===== src/rtl/enter_parking_lot_pkg.sv =====
// Shared parking-lot definitions used by both the entry and the exit side.
//   NUM_SPOTS / SPOT_W : lot size and park-number width
//   park_state_e       : entry controller state encoding
//   is_onehot()        : true when exactly one bit of a spot vector is set
package enter_parking_lot_pkg;

  localparam int NUM_SPOTS = 8;
  localparam int SPOT_W    = 3;

  typedef enum logic {
    ST_IDLE  = 1'b0,
    ST_GRANT = 1'b1
  } park_state_e;

  // Clearing the lowest set bit leaves zero only for a single-bit vector.
  function automatic logic is_onehot(input logic [NUM_SPOTS-1:0] v);
    return (v != '0) && ((v & (v - NUM_SPOTS'(1))) == '0);
  endfunction

endpackage


===== src/rtl/lowest_free_spot.sv =====
// Combinational priority encoder: finds the lowest-numbered free spot.
//   occ      in  : occupancy map, bit i set = spot i taken
//   idx      out : index of the lowest zero bit (0 when none is free)
//   any_free out : at least one spot is free
module lowest_free_spot
  import enter_parking_lot_pkg::*;
(
  input  logic [NUM_SPOTS-1:0] occ,
  output logic [SPOT_W-1:0]    idx,
  output logic                 any_free
);

  // Scan from the top so the lowest free index is the last one written.
  always_comb begin
    idx      = '0;
    any_free = 1'b0;
    for (int i = NUM_SPOTS - 1; i >= 0; i--) begin
      if (!occ[i]) begin
        idx      = SPOT_W'(i);
        any_free = 1'b1;
      end
    end
  end

endmodule


===== src/rtl/enter_parking_lot.sv =====
// Entry-side parking controller. Tracks occupied spots, hands the lowest
// free spot to the entry gate on each arrival and holds it until the gate
// acknowledges, and frees spots reported by the exit side.
//   clk, rst_n    : clock, asynchronous active-low reset
//   car_arrived   : one-cycle arrival request
//   gate_ack      : entry gate consumed the grant
//   car_exited    : one-cycle exit event, spot given by exit_location
//   exit_location : one-hot spot being vacated
//   park_number   : granted spot, valid while grant_valid
//   grant_valid   : grant pending acknowledgement
//   reject        : one-cycle pulse, arrival refused (lot full)
//   lot_full      : all spots occupied
//   free_count    : number of free spots
//   occupancy     : registered occupancy map
module enter_parking_lot
  import enter_parking_lot_pkg::*;
(
  input  logic                 clk,
  input  logic                 rst_n,
  input  logic                 car_arrived,
  input  logic                 gate_ack,
  input  logic                 car_exited,
  input  logic [NUM_SPOTS-1:0] exit_location,
  output logic [SPOT_W-1:0]    park_number,
  output logic                 grant_valid,
  output logic                 reject,
  output logic                 lot_full,
  output logic [SPOT_W:0]      free_count,
  output logic [NUM_SPOTS-1:0] occupancy
);

  park_state_e            state_q, state_d;
  logic [NUM_SPOTS-1:0]   occ_q, occ_d;
  logic [SPOT_W-1:0]      park_q, park_d;
  logic                   reject_q, reject_d;

  logic [SPOT_W-1:0]      free_idx;
  logic                   any_free;
  logic                   exit_ok;
  logic [NUM_SPOTS-1:0]   set_mask, clr_mask;
  logic [SPOT_W:0]        used_cnt;

  // Allocation always looks at the registered map, so a spot freed in the
  // same cycle is not handed out until the next arrival.
  lowest_free_spot u_lowest_free_spot (
    .occ      (occ_q),
    .idx      (free_idx),
    .any_free (any_free)
  );

  always_comb begin
    state_d  = state_q;
    park_d   = park_q;
    reject_d = 1'b0;
    set_mask = '0;
    case (state_q)
      ST_IDLE: begin
        if (car_arrived) begin
          if (any_free) begin
            park_d   = free_idx;
            set_mask = NUM_SPOTS'(1) << free_idx;
            state_d  = ST_GRANT;
          end else begin
            reject_d = 1'b1;
          end
        end
      end
      ST_GRANT: begin
        // Arrivals here are dropped; the grant stays put until acked.
        if (gate_ack) state_d = ST_IDLE;
      end
      default: state_d = ST_IDLE;
    endcase

    // Bad exit reports (none, several, or an empty spot) are ignored.
    exit_ok  = car_exited && is_onehot(exit_location) &&
               ((exit_location & occ_q) != '0);
    clr_mask = exit_ok ? exit_location : '0;
    // The set and clear bits never overlap: one is free, the other taken.
    occ_d    = (occ_q | set_mask) & ~clr_mask;
  end

  always_ff @(posedge clk or negedge rst_n) begin
    if (!rst_n) begin
      state_q  <= ST_IDLE;
      occ_q    <= '0;
      park_q   <= '0;
      reject_q <= 1'b0;
    end else begin
      state_q  <= state_d;
      occ_q    <= occ_d;
      park_q   <= park_d;
      reject_q <= reject_d;
    end
  end

  always_comb begin
    used_cnt = '0;
    for (int i = 0; i < NUM_SPOTS; i++) begin
      used_cnt = used_cnt + {{SPOT_W{1'b0}}, occ_q[i]};
    end
  end

  assign park_number = park_q;
  assign grant_valid = (state_q == ST_GRANT);
  assign reject      = reject_q;
  assign occupancy   = occ_q;
  assign lot_full    = (occ_q == '1);
  assign free_count  = (SPOT_W + 1)'(NUM_SPOTS) - used_cnt;

endmodule


===== config.mk =====
export PLATFORM = sky130hd
export DESIGN_NAME = enter_parking_lot
export DESIGN_NICKNAME = d
export VERILOG_FILES = /design/src/rtl/enter_parking_lot_pkg.sv /design/src/rtl/lowest_free_spot.sv /design/src/rtl/enter_parking_lot.sv
export SDC_FILE = /design/constraint.sdc
export NUM_CORES = 1
export LEC_CHECK = 0
export CELL_PAD_IN_SITES_DETAIL_PLACEMENT = 2
export CELL_PAD_IN_SITES_GLOBAL_PLACEMENT = 2
export CORE_MARGIN = 3
export CORE_UTILIZATION = 24
export CTS_CLUSTER_DIAMETER = 120
export DETAILED_ROUTE_END_ITERATION = 8
export MAX_ROUTING_LAYER = met4
export PLACE_DENSITY_LB_ADDON = 0.1
export SYNTH_ARGS = -nofsm -noshare
export SYNTH_HDL_FRONTEND = slang
export SYNTH_SLANG_ARGS = --single-unit

===== constraint.sdc =====
create_clock -name clk -period 2.9 [get_ports clk]
set_input_delay 0.58 -clock clk [delete_from_list [all_inputs] [get_ports clk]]
set_output_delay 0.58 -clock clk [all_outputs]
set_load 0.1 [all_outputs]

==> metrics.md <==
| Metric | Value |
|---|---|
| Crit path time final | `about 3.3 ns` |
| Final hold slack | `0.480 ns` |
| Slew Viols, Final | `0` |
| CP delay by family, top | `adder cells` |
| Max incr delay on CP | `0.47 ns` |
| Unrepaired setup endpoints after global routing | `yes` |
| Mapped Cells | `94` |
| Status | `complete, but fails checks` |
| Max Cap Violations | `0` |
| Mapped Area | `930 um^2` |
| Clk buf depth | `2` |
| Latest clock arrival within the worst-skew pair | `0.24 ns` |
| Post-DRT Antenna Nets | `0` |
| Sequential standard cell area | `approximately 350 um^2` |
| Vias in the first global route | `just over 1000` |
| Vias post-DR | `929` |
| Hold-critical path depth | `1` |
| Final nets | `161` |
| Worst path arrival time | `approximately 2.7 ns` |
| Final WS setup | `-0.357 ns` |
| Yosys warns | `0` |
| Die X | `approximately 70 um` |
| # diodes | `0` |
| Number of detailed-route iterations in the first pass | `4` |
| Critical Path RT | `around 2.3 ns` |
| Ports | `31` |
| Post-synth top cells | `dfrtp_1, inv_1, a21oi_1, a31oi_1, ha_1` |
| Failing checks | `negative setup slack` |
| Final hold vios | `0` |
| Seq/Total Area, Yosys | `35.0%` |
| Largest net degree at the start of global routing | `14` |
| Max Freq | `slightly above 300 MHz` |
| Crit path launch type | `flop` |
| DR WL/cell | `between 15 and 20 um` |
| Global-route wire length before repair | `roughly 5000 um` |
| Slew headroom | `between 50% and 60%` |
| Clk sinks | `13` |
| Vias/cell | `between 5 and 6` |
| CTS tree | `yes` |
| CTS buffer count | `3` |
| Number of synthesized flops with an enable pin | `0` |
| Multi-input gate area | `~570 um^2` |
| CP Buf/Inv Count | `2` |
| CP Max Fanout | `2` |
| Worst path slowest cell | `dfrtp_4` |
| Mean Syn Cell Area | `roughly 10 um^2` |
| Worst Clk Skew | `0.00188 ns` |
| Yosys cell types | `34` |
| Global-route usage over all layers | `~15%` |
| Port bufs | `30` |
| CP startpoint | `occupancy[6]` |
| Crit path top cell by count | `fa_1` |
| Post-synth ARST share | `between 90% and 100%` |
| Die height | `about 68 um` |
| Clock slew at reported path FFs | `about 0.060 ns` |
| Largest cells by area after synthesis | `dfrtp_1, fa_1, ha_1` |
| Initial DRC Count | `18` |
| Critical path type | `reg2out` |
| Post-synth net total | `about 120` |
| Worst Tran Pin Value | `~0.64 ns` |
| DRT Wirelength | `roughly 3000 um` |
| Period utilization | `112%` |
| Fillers | `just under 400` |
| Count leader, synth | `dfrtp_1` |
| DPL Wire Length | `~2400 um` |
| Yosys top cell area share | `between 30% and 40%` |
| Main synth FF type | `dfrtp_1` |
| Crit-path cells | `inv_2 > fa_1 > ha_2 > fa_1 > fa_2 > ha_4 > buf_12` |
| Clk root buf | `clkbuf_8` |
| Seq cells post-synth | `13` |
| Critical R2R Launch | `occupancy[5]` |
| Hold Startpoint | `park_number[1]` |
| Layout cells sized above 1 | `43.5%` |
| Initial antenna violation count | `0` |
| Register-to-Register Path Depth | `6` |
| Placer Congestion | `roughly 0.73` |
| DRC Markers | `0` |
| Die Area | `0.00466 mm^2` |
| Setup Viol. Count Final | `3` |
| Initial Util | `between 20% and 30%` |
| # rows | `21` |
| Layout area overhead | `59.0%` |
| Hold WC Path Type | `reg2reg` |
| Max H-tree Level | `1` |
| Critical Path Sink Type | `output pin` |
| Total congestion overflow | `0` |
| Crit. path cell count | `7` |
| Core Region | `approximately 0.0035 mm^2` |
| Cell taking the most area after synthesis | `dfrtp_1` |
==> what timing repair did <==
| item | CTS | global route |
|---|---|---|
| hold buffers | 0 | 0 |
| resized for setup | 5 | 1 |
| pin swaps | 0 | 0 |
| endpoints found under the setup margin | 3 | 3 |
| buffers inserted | 1 | 3 |
==> state kept, by name (all words and copies together) (netlist names) <==
name and flops:
occupancy 8, grant_valid 1, park_number 3, reject 1
==> stage by stage <==
| step | util (%) | area [um^2] | worst slack, ns | instances | TNS (ns) |
|---|---|---|---|---|---|
| 2_1_floorplan | - | 998 | -0.487 | 94 | -1.13 |
| 3_3_place_gp | 39.7 | 1400 | -0.0887 | 176 | -0.100 |
| 3_5_place_dp | 39.7 | 1400 | -0.135 | 176 | -0.214 |
| 4_1_cts | 41.3 | 1450 | -0.362 | 181 | -0.893 |
| 5_1_grt | 42.0 | 1480 | -0.447 | 184 | -1.14 |
| 6_report | 42.0 | 1480 | -0.357 | 184 | -0.875 |
==> layout make-up <==
type | count | share of cell area [%]
Sequential cell | 13 | 23.5
Tap cell | 46 | 3.89
Multi-Input combinational cell | 67 | 38.4
Inverter | 9 | 2.79
Timing Repair Buffer | 45 | 28.3
Clock buffer | 4 | 3.05
==> path summary, 6_finish.rpt <==
kind	end	slack (ns)
worst min register to register	park_number[1]	0.48
worst max register to register	occupancy[5]	1.12
worst max-delay path	free_count[2]	-0.36
min in group asynchronous	park_number[0]	0.74
worst min-delay path	park_number[1]	0.48
max in group asynchronous	occupancy[2]	1.69
==> layer usage <==
metal / up-vias / track usage [%] / part of all wire, %
met4: 0 / 5.96 / 1.2
met5: - / - / 0
met2: 21 / 26.4 / 52
met1: 465 / 17.5 / 42
li1: 441 / - / -
met3: 2 / 1.48 / 4.5
==> cell usage in the layout, fill, tap and decap left out, types with 4 or more instances in the layout <==
cell	n
clkdlybuf4s50_1	12
dfrtp_1	7
a31oi_1	7
a22oi_1	4
buf_4	29
dfrtp_4	6
a21oi_1	7
nand2_1	4
buf_12	4
inv_2	4
o21ai_0	4
==> kinds of logic after synthesis <==
family,count (synthesis),share of synthesized area [%]
xor gates and xnor gates,1,0.942
AOI/OAI and AO/OA,33,24.4
muxes,1,1.21
and+or+nand+nor,22,15.7
DFF,13,35.0
adders and majority gates,10,16.4
buffers and inverters,14,6.33
Power is left out: the tool's default activity adds up to more than one toggle a clock period on the data nets, which glitch-free logic cannot reach.
==> RTL change 1, RTL diff (config.mk and constraints unchanged) <==
Change the package constant `SPOT_W` from 3 to 6.
--- a/src/rtl/enter_parking_lot_pkg.sv
+++ b/src/rtl/enter_parking_lot_pkg.sv
@@ -5,7 +5,7 @@
 package enter_parking_lot_pkg;
 
   localparam int NUM_SPOTS = 8;
-  localparam int SPOT_W    = 3;
+  localparam int SPOT_W    = 6;
 
   typedef enum logic {
     ST_IDLE  = 1'b0,
Ports: changed (resized free_count and park_number); port bits go from 31 to 37. No check against the original RTL was run, so the function may have changed too.
==> RTL change 1 against the original RTL <==
The flow still finishes with violations (negative setup slack). Area after synthesis up 12%. Sequential cell count unchanged. Routed wire length up 21%. Design area up 13%. Worst setup slack worse by 0.28 ns. Highest routed layer unchanged.
Power is left out: the tool's default activity adds up to more than one toggle a clock period on the data nets, which glitch-free logic cannot reach.
==> RTL change 1: results <==
{
  "rr_endpoint": "occupancy[4]",
  "fin_nets": 182,
  "skew_ns": 0.000810,
  "grt_pass1_vias": 1193,
  "drt_iter0_markers": 14,
  "drt-pass1-iter-count": 5,
  "rr_startpoint": "occupancy[6]",
  "setup_viol_count_final": 4,
  "largest_register_ffs": 8,
  "path_max_fanout": 2,
  "wl_per_cell_um": 17.9,
  "min_path_cells": 1,
  "status": "finished with violations",
  "ys_seq_area_share_pct": 31.3,
  "fin_setup_tns_ns": -1.71,
  "dp_hpwl_um": 2880,
  "worst_slack_ns": -0.639,
  "synth_cell_types": 36,
  "vias": 1019,
  "portBuffers": 31,
  "num_antenna_cells": 0,
  "grt_pass1_wl_um": 5960,
  "critPathArrivalTime_ns": 2.96,
  "cts_root_buf": "clkbuf_8",
  "synth_common_cells": "dfrtp_1, inv_1, ha_1, a21oi_1, a31oi_1",
  "antenna_found_initial": 0,
  "clk_latency_ns": 0.24,
  "drive_above_1_share_pct": 46.5,
  "cts_max_level": 1,
  "violations": "negative setup slack",
  "hold_end": "park_number[1]",
  "yosys_warnings": 0,
  "placed_cell_area_um2": 1550,
  "grt_start_max_net_pins": 14,
  "relSlewSlack_pct": 55.1,
  "track_usage_pct": 15.4,
  "cts_buffers": 3,
  "cts_buffer_depth": 2,
  "reg2regPathDepth": 6,
  "hold_path_class": "reg -> reg",
  "nFillCells": 448,
  "hold_start": "park_number[1]",
  "ff2ff_setup_slack_ns": 1.22,
  "synthTopCellsByArea": "dfrtp_1, ha_1, fa_1, inv_1, a31oi_1",
  "clk_pin_slew_ns": 0.06,
  "synthArstFlopShare_pct": 100,
  "gp_congestion": 0.765
}
[RTL change 1: cell count changes after synthesis]
| cell | before | now |
|---|---|---|
| ha_1 | 5 | 9 |
| inv_1 | 8 | 13 |
| conb_1 | 0 | 1 |
| buf_4 | 0 | 5 |
[RTL change 1: stage by stage]
| step | cells | hold slack (ns) | utilization (%) | setup slack [ns] |
|---|---|---|---|---|
| 3_5_place_dp | 197 | 0.479 | 37.9 | -0.446 |
| 5_1_grt | 205 | 0.524 | 40.9 | -0.714 |
| 3_3_place_gp | 197 | 0.462 | 37.9 | -0.357 |
| 6_report | 205 | 0.491 | 40.9 | -0.639 |
| 4_1_cts | 204 | 0.494 | 40.4 | -0.691 |
| 2_1_floorplan | 113 | 0.284 | - | -0.775 |
[RTL change 1: critical path, stage by stage, from the launching register on]
cell	delay [ns]
dfrtp_4	0.50
inv_4	0.07
fa_1	0.41
ha_2	0.20
fa_2	0.54
ha_4	0.14
inv_2	0.04
fa_2	0.55
clkinvlp_4	0.10
buf_12	0.17
[RTL change 1: logic make-up after synthesis]
group,Yosys count,synth area share [%]
compound gates,33,21.8
simple gates,22,14.1
fa+ha+maj,14,19.5
mux,1,1.08
buf+inv,24,11.1
xor+xnor,1,0.843
other cells,1,0.361
flops,13,31.3
[RTL change 1: metal layers]
| layer | vias to the layer above | track usage, % | part of all wire (%) | wire [um] |
|---|---|---|---|---|
| li1 | 476 | - | - | - |
| met1 | 515 | 16.8 | 41 | 1490 |
| met2 | 24 | 29.2 | 55 | 2030 |
| met3 | 4 | 1.82 | 2.7 | 98 |
| met4 | 0 | 4.38 | 1.3 | 46 |
| met5 | - | - | 0 | 0 |
[RTL change 1: worst max path at each step]
| stage | startpoint | to | slack [ns] | cells after the start |
|---|---|---|---|---|
| 4_1_cts | occupancy[2] | free_count[2] | -0.69 | 9 |
| 3_5_place_dp | occupancy[4] | free_count[2] | -0.45 | 9 |
| 6_report | occupancy[1] | free_count[2] | -0.64 | 9 |
| 2_1_floorplan | occupancy[2] | free_count[2] | -0.78 | 9 |
| 3_3_place_gp | occupancy[4] | free_count[2] | -0.36 | 9 |
| 5_1_grt | occupancy[5] | free_count[2] | -0.71 | 9 |
[RTL change 1: timing repair]
action                                  in CTS  in global routing
endpoints found under the setup margin       4                  4
buffers inserted                             3                  1
pin swaps                                    6                  5
cloned                                       0                  0
hold endpoints to repair                     0                  0
resized for setup                            6                  3
[RTL change 1: cell type report]
type	instances	area share, %
timing repair buffer	48	27.5
inverter	14	3.89
clock buffer	4	2.69
multi-input combinational	76	41.1
sequential	13	21.1
tap	50	3.74
==> RTL change 2, RTL diff (same settings) <==
Without the edit above. Register the output `free_count`, cleared by the reset; this adds one clock of latency there. The other outputs are not delayed to match.
--- a/src/rtl/enter_parking_lot.sv
+++ b/src/rtl/enter_parking_lot.sv
@@ -106,7 +106,13 @@
   assign reject      = reject_q;
   assign occupancy   = occ_q;
   assign lot_full    = (occ_q == '1);
-  assign free_count  = (SPOT_W + 1)'(NUM_SPOTS) - used_cnt;
+  always_ff @(posedge clk or negedge rst_n) begin
+    if (!rst_n) begin
+      free_count <= '0;
+    end else begin
+      free_count <= (SPOT_W + 1)'(NUM_SPOTS) - used_cnt;
+    end
+  end
 
 endmodule
 
Function: changed (a bounded check fails within 4 cycles, from zero or initial values and one cycle with rst_n low).
==> RTL change 2 against the original RTL <==
First-iteration DRC count grew to 2.7 times the old value. Synthesized cell count rose by 4.3%. Routed wire length down 0.99%. Design area down 5.9%. Final cell count is 3.3% lower. Clock skew hardly changed. Largest cell class unchanged. Critical path depth down 1. Die area increased by 9.8%. Area after synthesis increased by 11%. Sequential cell count up 4. Non-clock buffer count is 14 lower. Worst setup slack improved by 0.66 ns.
==> RTL change 2: results <==
{
  "status": "completed",
  "gp_congestion": 0.724,
  "cts_root_buf": "clkbuf_8",
  "synth_xor_area_share_pct": 0.851,
  "critical_path.slowest_cell": "dfrtp_4",
  "critPathArrivalTime_ns": 2.74,
  "synth_fp_nets": 120,
  "slowest_delay_ns": 0.53,
  "synthArstFlopShare_pct": 100,
  "track_usage_pct": 13.4,
  "syn2layout_area_growth_pct": 35.0,
  "avgViaCountPerCell": 5.06,
  "drive_above_1_share_pct": 28.1,
  "clk_pin_slew_ns": 0.07,
  "synth_common_cells": "dfrtp_1, inv_1, a21oi_1, a31oi_1, ha_1",
  "drt_wl_total_um": 3000,
  "ctsResizeCount": 0,
  "place_ws_ns": 0.301,
  "setup_viol_count_final": 0,
  "clk_latency_ns": 0.26,
  "placed_cells": 174,
  "drt-pass1-iter-count": 4,
  "grt_pass1_vias": 985,
  "grt_start_max_net_pins": 18,
  "yosys_most_used_dff": "dfrtp_1",
  "synth.mux.area_fraction_pct": 1.09,
  "placed_cell_area_um2": 1350,
  "antenna_found_initial": 0,
  "stdcell_count": 178,
  "nFillCells": 447,
  "drt_iter0_markers": 49,
  "skew_ns": 0.00170,
  "synth_area_per_cell_um2": 10.5,
  "grt_pass1_wl_um": 5240,
  "p_leak_nw": 0.640,
  "dp_hpwl_um": 2320,
  "synthTopCellsByArea": "dfrtp_1, fa_1, ha_1, a31oi_1, a21oi_1",
  "cts_buffers": 3,
  "fin_nets": 151,
  "relSlewSlack_pct": 45.0,
  "post-cts-setup-buffers": 0,
  "cts_buffer_depth": 2,
  "fin_setup_tns_ns": 0,
  "portBuffers": 30,
  "synth_compound_area_share_pct": 22.0,
  "yosys.area_share.adder_pct": 14.8,
  "path_max_fanout": 9,
  "ys_seq_area_share_pct": 41.3
}
## RTL change 2: layout make-up
type / instances / share of cell area [%]
Tap cell: 50 / 4.50
Inverter: 9 / 2.43
Timing Repair Buffer: 31 / 18.9
Multi-Input combinational cell: 67 / 39.4
Sequential cell: 17 / 31.5
Clock buffer: 4 / 3.24
## RTL change 2: critical path, delay by kind of cell, from the launching register on
family / cells / cell delay [ns]
fa+ha+maj: 5 / 1.84
buf+inv: 1 / 0.12
flops: 1 / 0.53
## RTL change 2: final timing paths
path                                     start             end  slack, ns  depth (start not counted)
worst max-delay path              occupancy[2]   free_count[2]       0.31                          6
worst min-delay path            park_number[1]  park_number[1]       0.49                          1
worst max register to register    occupancy[2]   free_count[2]       0.31                          6
worst min register to register  park_number[1]  park_number[1]       0.49                          1
max in group asynchronous                rst_n    occupancy[2]       1.51                          1
min in group asynchronous                rst_n  park_number[0]       0.80                          1
## RTL change 2: cell families after synthesis
| family | count (synthesis) |
|---|---|
| buffers and inverters | 14 |
| xor gates and xnor gates | 1 |
| AOI/OAI and AO/OA | 33 |
| DFF | 17 |
| and+or+nand+nor | 22 |
| muxes | 1 |
| adders and majority gates | 10 |
## RTL change 2: routing by layer
layer / track usage, % / vias up / wire length [um]
met2: 20.0 / 19 / 1360
met1: 18.1 / 451 / 1450
met3: 4.07 / 5 / 159
met5: - / - / 0
li1: - / 425 / -
met4: 2.51 / 0 / 29
## RTL change 2: where the power goes
part / total (mW) / switching, mW / leakage, nW / internal (mW)
Sequential: 0.390 / 0.0758 / 0.187 / 0.314
Combinational: 1.10 / 0.839 / 0.430 / 0.263
Clock: 0.183 / 0.0852 / 0.0228 / 0.0977
Total: 1.67 / 1.00 / 0.640 / 0.674
